### src/rtl/pc_fetch_unit_if.sv
// Instruction-memory request/response bus between the fetch unit and memory.
// The fetch unit is the master: it issues Imem_Req/Imem_Addr and receives
// Imem_Ready (request accepted) plus Imem_Valid/Imem_Rdata (response).
interface pc_fetch_unit_if #(
   parameter int unsigned WIDTH_DATA_LENGTH = 32
);
   logic                         Imem_Req;
   logic [WIDTH_DATA_LENGTH-1:0] Imem_Addr;
   logic                         Imem_Ready;
   logic                         Imem_Valid;
   logic [WIDTH_DATA_LENGTH-1:0] Imem_Rdata;

   modport master (
      output Imem_Req,
      output Imem_Addr,
      input  Imem_Ready,
      input  Imem_Valid,
      input  Imem_Rdata
   );

   modport slave (
      input  Imem_Req,
      input  Imem_Addr,
      output Imem_Ready,
      output Imem_Valid,
      output Imem_Rdata
   );
endinterface

### src/rtl/pc_fetch_unit.sv
// Program-counter fetch unit: keeps at most one instruction-memory request in
// flight, holds the returned instruction until downstream consumes it, and
// redirects on taken branches. A response belonging to a request that was
// overtaken by a branch is dropped rather than presented.
module pc_fetch_unit #(
   parameter int unsigned                WIDTH_DATA_LENGTH = 32,
   parameter logic [WIDTH_DATA_LENGTH-1:0] RESET_PC        = 32'h0000_0000,
   parameter logic [WIDTH_DATA_LENGTH-1:0] NOP_INST        = 32'h0000_0013
) (
   input  logic                         clk,
   input  logic                         rst_n,
   input  logic                         PC_Fetch_EN,
   input  logic                         Br_Taken,
   input  logic [WIDTH_DATA_LENGTH-1:0] Br_Target,
   pc_fetch_unit_if.master              imem,
   output logic [WIDTH_DATA_LENGTH-1:0] PC_Out,
   output logic [WIDTH_DATA_LENGTH-1:0] Inst_Out,
   output logic                         Inst_Valid,
   output logic [15:0]                  Stall_Cycles
);

   typedef enum logic [1:0] {
      IDLE  = 2'd0,
      FETCH = 2'd1,
      WAIT  = 2'd2,
      HOLD  = 2'd3
   } state_t;

   state_t                         state_q, state_d;
   logic [WIDTH_DATA_LENGTH-1:0]   pc_q, pc_d;
   logic                           drop_q, drop_d;
   logic [WIDTH_DATA_LENGTH-1:0]   inst_out_q, inst_out_d;
   logic [WIDTH_DATA_LENGTH-1:0]   pc_out_q, pc_out_d;
   logic                           inst_valid_q, inst_valid_d;
   logic [15:0]                    stall_q, stall_d;

   logic [WIDTH_DATA_LENGTH-1:0]   br_pc;
   logic                           handshake;

   // Branch targets are forced to word alignment by clearing the low two bits.
   assign br_pc     = Br_Target & ~(WIDTH_DATA_LENGTH'(3));

   // Request is a pure decode of state and PC so the address is stable while
   // the memory is not ready.
   assign imem.Imem_Req  = (state_q == FETCH);
   assign imem.Imem_Addr = pc_q;
   assign handshake      = imem.Imem_Req & imem.Imem_Ready;

   assign PC_Out       = pc_out_q;
   assign Inst_Out     = inst_out_q;
   assign Inst_Valid   = inst_valid_q;
   assign Stall_Cycles = stall_q;

   // Next-state and next-register decode; every register holds unless changed.
   always_comb begin
      state_d      = state_q;
      pc_d         = pc_q;
      drop_d       = drop_q;
      inst_out_d   = inst_out_q;
      pc_out_d     = pc_out_q;
      inst_valid_d = inst_valid_q;
      stall_d      = stall_q;

      case (state_q)
         IDLE: begin
            state_d = FETCH;
         end

         FETCH: begin
            if (Br_Taken) begin
               pc_d = br_pc;
            end
            if (handshake) begin
               // A request accepted in the same cycle as a redirect is stale.
               state_d = WAIT;
               drop_d  = Br_Taken;
            end
         end

         WAIT: begin
            if (Br_Taken) begin
               pc_d = br_pc;
               if (imem.Imem_Valid) begin
                  drop_d  = 1'b0;
                  state_d = FETCH;
               end else begin
                  drop_d  = 1'b1;
               end
            end else if (imem.Imem_Valid) begin
               if (drop_q) begin
                  drop_d  = 1'b0;
                  state_d = FETCH;
               end else begin
                  inst_out_d   = imem.Imem_Rdata;
                  pc_out_d     = pc_q;
                  inst_valid_d = 1'b1;
                  pc_d         = pc_q + WIDTH_DATA_LENGTH'(4);
                  state_d      = HOLD;
               end
            end
         end

         HOLD: begin
            if (Br_Taken) begin
               pc_d         = br_pc;
               inst_valid_d = 1'b0;
               inst_out_d   = NOP_INST;
               state_d      = FETCH;
            end else if (PC_Fetch_EN) begin
               inst_valid_d = 1'b0;
               state_d      = FETCH;
            end else if (stall_q != '1) begin
               stall_d = stall_q + 16'd1;
            end
         end

         default: begin
            state_d = IDLE;
         end
      endcase
   end

   // FSM state register.
   always_ff @(posedge clk or negedge rst_n) begin
      if (!rst_n) begin
         state_q <= IDLE;
      end else begin
         state_q <= state_d;
      end
   end

   // Datapath registers: PC, drop flag, held instruction and stall counter.
   always_ff @(posedge clk or negedge rst_n) begin
      if (!rst_n) begin
         pc_q         <= RESET_PC;
         drop_q       <= 1'b0;
         inst_out_q   <= NOP_INST;
         pc_out_q     <= RESET_PC;
         inst_valid_q <= 1'b0;
         stall_q      <= '0;
      end else begin
         pc_q         <= pc_d;
         drop_q       <= drop_d;
         inst_out_q   <= inst_out_d;
         pc_out_q     <= pc_out_d;
         inst_valid_q <= inst_valid_d;
         stall_q      <= stall_d;
      end
   end

endmodule

### src/flat_wrapper.sv
// flat-port wrapper written by rule: the top's interface ports become plain ports
module pc_fetch_unit_flat 
#(
   parameter int unsigned                WIDTH_DATA_LENGTH = 32,
   parameter logic [WIDTH_DATA_LENGTH-1:0] RESET_PC        = 32'h0000_0000,
   parameter logic [WIDTH_DATA_LENGTH-1:0] NOP_INST        = 32'h0000_0013
)
  (clk, rst_n, PC_Fetch_EN, Br_Taken, Br_Target, PC_Out, Inst_Out, Inst_Valid, Stall_Cycles, imem_Imem_Req, imem_Imem_Addr, imem_Imem_Ready, imem_Imem_Valid, imem_Imem_Rdata);
  pc_fetch_unit_if #(.WIDTH_DATA_LENGTH(WIDTH_DATA_LENGTH)) imem_i ();
  input  logic clk;
  input  logic rst_n;
  input  logic PC_Fetch_EN;
  input  logic Br_Taken;
  input  logic [WIDTH_DATA_LENGTH-1:0] Br_Target;
  output logic [WIDTH_DATA_LENGTH-1:0] PC_Out;
  output logic [WIDTH_DATA_LENGTH-1:0] Inst_Out;
  output logic Inst_Valid;
  output logic [15:0] Stall_Cycles;
  output wire logic [$bits(imem_i.Imem_Req)-1:0] imem_Imem_Req;
  output wire logic [$bits(imem_i.Imem_Addr)-1:0] imem_Imem_Addr;
  input wire logic [$bits(imem_i.Imem_Ready)-1:0] imem_Imem_Ready;
  input wire logic [$bits(imem_i.Imem_Valid)-1:0] imem_Imem_Valid;
  input wire logic [$bits(imem_i.Imem_Rdata)-1:0] imem_Imem_Rdata;
  assign imem_Imem_Req = imem_i.Imem_Req;
  assign imem_Imem_Addr = imem_i.Imem_Addr;
  assign imem_i.Imem_Ready = imem_Imem_Ready;
  assign imem_i.Imem_Valid = imem_Imem_Valid;
  assign imem_i.Imem_Rdata = imem_Imem_Rdata;
  pc_fetch_unit #(.WIDTH_DATA_LENGTH(WIDTH_DATA_LENGTH), .RESET_PC(RESET_PC), .NOP_INST(NOP_INST)) u_core (.clk(clk), .rst_n(rst_n), .PC_Fetch_EN(PC_Fetch_EN), .Br_Taken(Br_Taken), .Br_Target(Br_Target), .imem(imem_i), .PC_Out(PC_Out), .Inst_Out(Inst_Out), .Inst_Valid(Inst_Valid), .Stall_Cycles(Stall_Cycles));
endmodule
### config.mk
export PLATFORM = sky130hd
export DESIGN_NAME = pc_fetch_unit_flat
export DESIGN_NICKNAME = d
export VERILOG_FILES = /design/src/rtl/pc_fetch_unit_if.sv /design/src/rtl/pc_fetch_unit.sv /design/src/flat_wrapper.sv
export SDC_FILE = /design/constraint.sdc
export NUM_CORES = 1
export LEC_CHECK = 0
export ABC_AREA = 1
export BUFFER_PORTS_ARGS = -buffer_cell sky130_fd_sc_hd__buf_4
export CAP_MARGIN = 20
export CORE_MARGIN = 1
export CORE_UTILIZATION = 50
export CTS_CLUSTER_DIAMETER = 120
export DETAILED_ROUTE_END_ITERATION = 6
export HOLD_SLACK_MARGIN = 0.06
export PLACE_DENSITY = 0.75
export SKIP_CTS_REPAIR_TIMING = 1
export SYNTH_ARGS = -nofsm -noshare
export SYNTH_HDL_FRONTEND = slang
export SYNTH_SLANG_ARGS = --single-unit
### constraint.sdc
create_clock -name clk -period 4.5 [get_ports clk]
set_input_delay 1.125 -clock clk [delete_from_list [all_inputs] [get_ports clk]]
set_output_delay 1.125 -clock clk [all_outputs]
set_load 0.05 [all_outputs]
Word level (Yosys, flattened, before mapping)
Index checks and enable logic that the tools add are counted.

word-level totals
  logic and storage cells = 67
  bits of input ports = 70
  register bits = 116
  output and inout port bits = 114

operators by class
  reductions and logical operators = 12
  bitwise gates (word level) = 4
  add/subtract/negate cells = 2
  eq/ne operators = 13
  multiplexer cells = 29

operators with widths
  cell                                                   count
  two-way mux 32 bit                                     8
  one-hot mux 32 bit (2 select lines)                    2
  adder 32 x 3 -> 32 bit, second input constant          1
  adder 16 x 1 -> 16 bit, second input constant          1
  inequality test 16 bit, second input constant          1
  two-way mux 2 bit                                      7
  AND reduction 4 bit                                    3
  inequality test 2 bit, second input constant           5
  AND reduction 5 bit                                    2
  two-way mux 1 bit                                      9
  inequality test 3 bit, second input constant           3
  one-hot mux 2 bit (4 select lines)                     1
  AND reduction 3 bit                                    2
  nonzero test 2 bit                                     3
  equality test 2 bit, second input constant             2
  one-hot mux 1 bit (2 select lines)                     2
  NOT 1 bit                                              3
  equality test 2 x 1 -> 1 bit, second input constant    1
  logical NOT 2 bit                                      1
  inequality test 2 x 1 -> 1 bit, second input constant  1
  OR reduction 2 bit                                     1
  bitwise AND 1 bit                                      1

Longest topological paths before layout
  depth in word-level cells = 5
  mapped depth = 12
  mapped depth without buffers = 11

Worst setup path before layout
OpenSTA, ideal clock, no wires.

  kind = input to register
  from = input port imem_Imem_Valid
  to = register u_core.inst_out_q[21], in the netlist u_core.Inst_Out[21]
  setup time = 0.119 ns
  path slack = 2.354 ns
  data required time = 4.381 ns
  arrival = 2.027 ns
  buffers on the path = 2
  cell stages on the path = 9
  path through = nand2_1 > nor3_2 > a21oi_2 > a21oi_2 > inv_2 > buf_2 > buf_4 > nand2_1 > nand2_1

on the way
  longest elaborated chain between the ends = 2

ends and longest elaborated chain
  what                                    line                  source
  start, declared                         flat_wrapper.sv:22    input wire logic [$bits(imem_i.Imem_Valid)-1:0] imem_Imem_Valid;
  inequality test 2 bit (no source line)  n/a
  AND reduction 5 bit (no source line)    n/a
  end signal, assigned                    pc_fetch_unit.sv:144  inst_out_q <= inst_out_d;
  end, declared                           pc_fetch_unit.sv:32   logic [WIDTH_DATA_LENGTH-1:0] inst_out_q, inst_out_d;

No other way between the ends.
A chain may end at the register's enable or synchronous reset.

Worst setup path after layout
  from = input port Br_Taken
  to = register u_core.pc_out_q[15], in the netlist u_core.PC_Out[15]

on the way
  longest elaborated chain between the ends = 2

ends and longest elaborated chain
  what                                  line                  source
  start, declared                       flat_wrapper.sv:13    input logic Br_Taken;
  NOT 1 bit (no source line)            n/a
  AND reduction 4 bit (no source line)  n/a
  end signal, assigned                  pc_fetch_unit.sv:145  pc_out_q <= pc_out_d;
  end, declared                         pc_fetch_unit.sv:33   logic [WIDTH_DATA_LENGTH-1:0] pc_out_q, pc_out_d;

No other way between the ends.

==> flow_summary.rst <==
.. list-table::
   :header-rows: 1

   * - Metric
     - Value
   * - Fraction of post-synthesis cell area in the top cell type by area
     - 46.3%
   * - Horizontal die dimension
     - around 110 microns
   * - Length of the first detailed-routing pass in iterations
     - 5
   * - Final net count
     - 1053
   * - Number of I/O pins
     - roughly 180
   * - Pin slew with the least headroom to its limit
     - 837 ps
   * - Critical path launch point type
     - input pin
   * - Vias per cell
     - 5.01
   * - Hold WS
     - 475 ps
   * - Sequential fraction of the synthesis area
     - 47.7%
   * - Total number of yosys warnings
     - 0
   * - Critical Path AT
     - 2650 ps
   * - Maximum number of pins on one net before global-route repair
     - around 60
   * - Kind of critical path
     - in2reg
   * - Drt total wl
     - 15800 microns
   * - Residual DRC count
     - 0
   * - Max-slew violation count
     - 0
   * - Total number of vias
     - between 5000 and 6000
   * - Commonest non-fill, non-tap cell in the layout
     - sky130_fd_sc_hd__nand2_1
   * - Clock tree skew after final layout
     - between 5 and 6 ps
   * - Average wire per cell in the routed design
     - 14.1 microns
   * - Switch share
     - 53.5%
   * - Type of destination of the critical path
     - flip-flop
   * - Die outline height
     - 110 microns
   * - Post-CTS clock slew at the launch and capture registers of the worst setup and hold paths
     - 70 ps
   * - Ratio of final minimum period to clock period
     - 54.4%
   * - Area occupied by multi-input gates
     - 0.00269 sq mm
   * - Power spent charging and discharging nets
     - 3.24 mW
   * - Worst slew margin
     - 44.2%
   * - Post-route minimum period
     - ~2400 ps
   * - Count of fill cells added during filler insertion
     - about 1100
   * - Maximum operating frequency
     - 408 MHz
   * - Aggregate global routing overflow
     - 0
   * - Post-synth cell types
     - 34
   * - Die Footprint
     - around 0.012 sq mm
   * - Clock tree from TritonCTS
     - built
   * - Sink count of the clock tree
     - 112
   * - Post-Route Setup TNS
     - 0 ps
   * - # setup viols final
     - 0
   * - Core region area
     - 0.0115 sq mm
   * - Status
     - finished clean
   * - Buffer levels on the longest clock path
     - 2
   * - Hold Violations, Final
     - 0
   * - Level count of the clock H-tree
     - 3
   * - Max cap viols
     - 0
   * - Number of instances in the synthesized netlist
     - 811
   * - Leading cell types in the layout, fill and taps excluded
     - sky130_fd_sc_hd__nand2_1, sky130_fd_sc_hd__buf_4, sky130_fd_sc_hd__nor2_1, sky130_fd_sc_hd__dfrtp_1, sky130_fd_sc_hd__nand3_1
   * - CTS root buf
     - sky130_fd_sc_hd__clkbuf_16
   * - Biggest area contributors in the synthesized netlist
     - sky130_fd_sc_hd__dfrtp_1, sky130_fd_sc_hd__nand2_1, sky130_fd_sc_hd__nor2_1, sky130_fd_sc_hd__nand3_1, sky130_fd_sc_hd__o21ai_0
   * - Worst Hold Class
     - reg2reg
   * - Average cell area after synthesis
     - between 7 and 8 sq um
   * - ANT nets after route
     - 0
   * - Sequential share of power
     - 30.1%
   * - Clock Latency Late Sink
     - about 350 ps
   * - Initial cell density of the core
     - 51.3%
   * - Sequential cell area
     - 0.00281 sq mm
   * - Wire length of the first global-routing pass
     - 26100 microns
   * - Global Route Usage Sum
     - 26.6%
   * - Finished Cell Area
     - 0.00757 sq mm
   * - Area Growth Syn to Fin
     - 28.6%
   * - Count of port buffers added during placement
     - 177
   * - Place WS
     - roughly 1600 ps
   * - Initial DRC Count
     - 341
   * - Final setup margin
     - 2050 ps
   * - Cell area after synthesis
     - ~0.0059 sq mm
   * - Routability-driven placement congestion ratio
     - about 0.92
   * - DP HPWL
     - 11400 microns
   * - Leakage power
     - 3.91 nW
   * - Initial antenna violation count
     - 0
   * - Power per unit of standard cell area
     - roughly 800 mW/mm^2
   * - Antenna fix cells
     - 0
   * - CP Data Required Time
     - 4710 ps
   * - Placed cell areas
     - between 0.007 and 0.008 sq mm
   * - Internal power
     - about 2.8 mW
   * - Combinational cell fraction of total power
     - 57.2%
   * - Setup repair after global routing missed its margin
     - no
   * - Area leader, netlist
     - sky130_fd_sc_hd__dfrtp_1
   * - Crit Path Max Fanout
     - 56
   * - TritonCTS Buffers
     - 9
   * - Layout cell share with drive strength beyond 1
     - 22.1%
   * - Std cell rows
     - 39
   * - Peak supply drop
     - about 0.00054 V
   * - Vias in the first global route
     - 5313
   * - Register bit count reported by yosys
     - 112
   * - Clock network fraction of total power
     - 12.7%
sequential cells by signal, indices dropped and copies added (netlist names):
name and cells:
u_core.Inst_Out 32, u_core.Inst_Valid 1, u_core.PC_Out 30, u_core.Stall_Cycles 16, u_core.drop_q 1, u_core.imem.Imem_Addr 30
u_core.state_q 2
per-stage QoR:
stage	power [mW]	util [%]	instances
after floorplan	4.21	-	814
after global placement	5.20	63.3	1108
after detailed placement	5.26	63.3	1108
after CTS	6.04	65.8	1124
after global routing	6.42	66.0	1125
final	6.05	66.0	1125
area by class of cell:
cell class / count / share of cell area (%)
inverter: 62 / 3.08
clock buffer: 14 / 3.49
timing repair buffer: 182 / 18.3
clock inverter: 2 / 0.182
sequential: 112 / 37.1
multi-input combinational: 610 / 35.5
tap: 143 / 2.36
cells by family (layout without fill, tap and decap cells):
family                   Yosys count  count (layout)  share of synthesized area, %
AO/OA/AOI/OAI                     77              77                          6.99
XOR/XNOR                          16              16                          2.38
adder cells (fa/ha/maj)            6               6                          1.28
buffers and inverters             92             260                          7.02
flip-flops                       112             112                          47.7
other                              1               4                        0.0637
AND/OR/NAND/NOR                  507             507                          34.6
power by group through the flow:
stage               registers (mW)  logic [mW]  clock network [mW]
floorplan                     3.09        1.12                   0
global route                  1.87        3.73               0.819
detailed placement            1.82        3.44                   0
CTS                           1.81        3.44               0.781
finish                        1.82        3.46               0.766
global placement              1.82        3.39                   0
per-layer routing:
| metal | GRT usage, % | wire length, microns | vias up |
|---|---|---|---|
| met5 | 0 | 0 | - |
| met3 | 4.28 | 838 | 22 |
| met2 | 42.2 | 7310 | 164 |
| met1 | 37.1 | 7350 | 2579 |
| li1 | - | - | 2866 |
| met4 | 9.07 | 314 | 0 |
Yosys cell counts (all sizes together):
cell type / instances
o31ai: 1
clkinv: 1
nand4: 6
dfstp: 3
a21oi: 13
o211ai: 1
o22ai: 3
o21bai: 1
clkbuf: 3
or2: 1
nand3: 58
inv: 61
dfrtp: 109
nand2: 321
a22oi: 1
nor2: 115
buf: 27
ha: 6
o21ai: 56
xnor2: 4
conb: 1
a31oi: 1
xor2: 12
nor3: 6
path summary, 6_finish.rpt:
path                                    start                   endpoint  slack [ps]  cells after the start
min in group asynchronous               rst_n          u_core.PC_Out[24]         840                      1
setup / recovery                     Br_Taken          u_core.PC_Out[15]        2050                      6
hold reg to reg            u_core.Inst_Out[3]         u_core.Inst_Out[3]         470                      2
setup reg to reg            u_core.state_q[0]  u_core.imem.Imem_Addr[19]        2070                     10
max in group asynchronous               rst_n         u_core.Inst_Out[1]        2720                      2
hold / removal             u_core.Inst_Out[3]         u_core.Inst_Out[3]         470                      2
critical path, cell delays in order:
cell and delay (ps):
sky130_fd_sc_hd__buf_4 150, sky130_fd_sc_hd__nor3_2 450, sky130_fd_sc_hd__buf_4 300, sky130_fd_sc_hd__inv_2 330, sky130_fd_sc_hd__nand2_1 180, sky130_fd_sc_hd__o21ai_1 80
(Power assumes the default switching activity.)
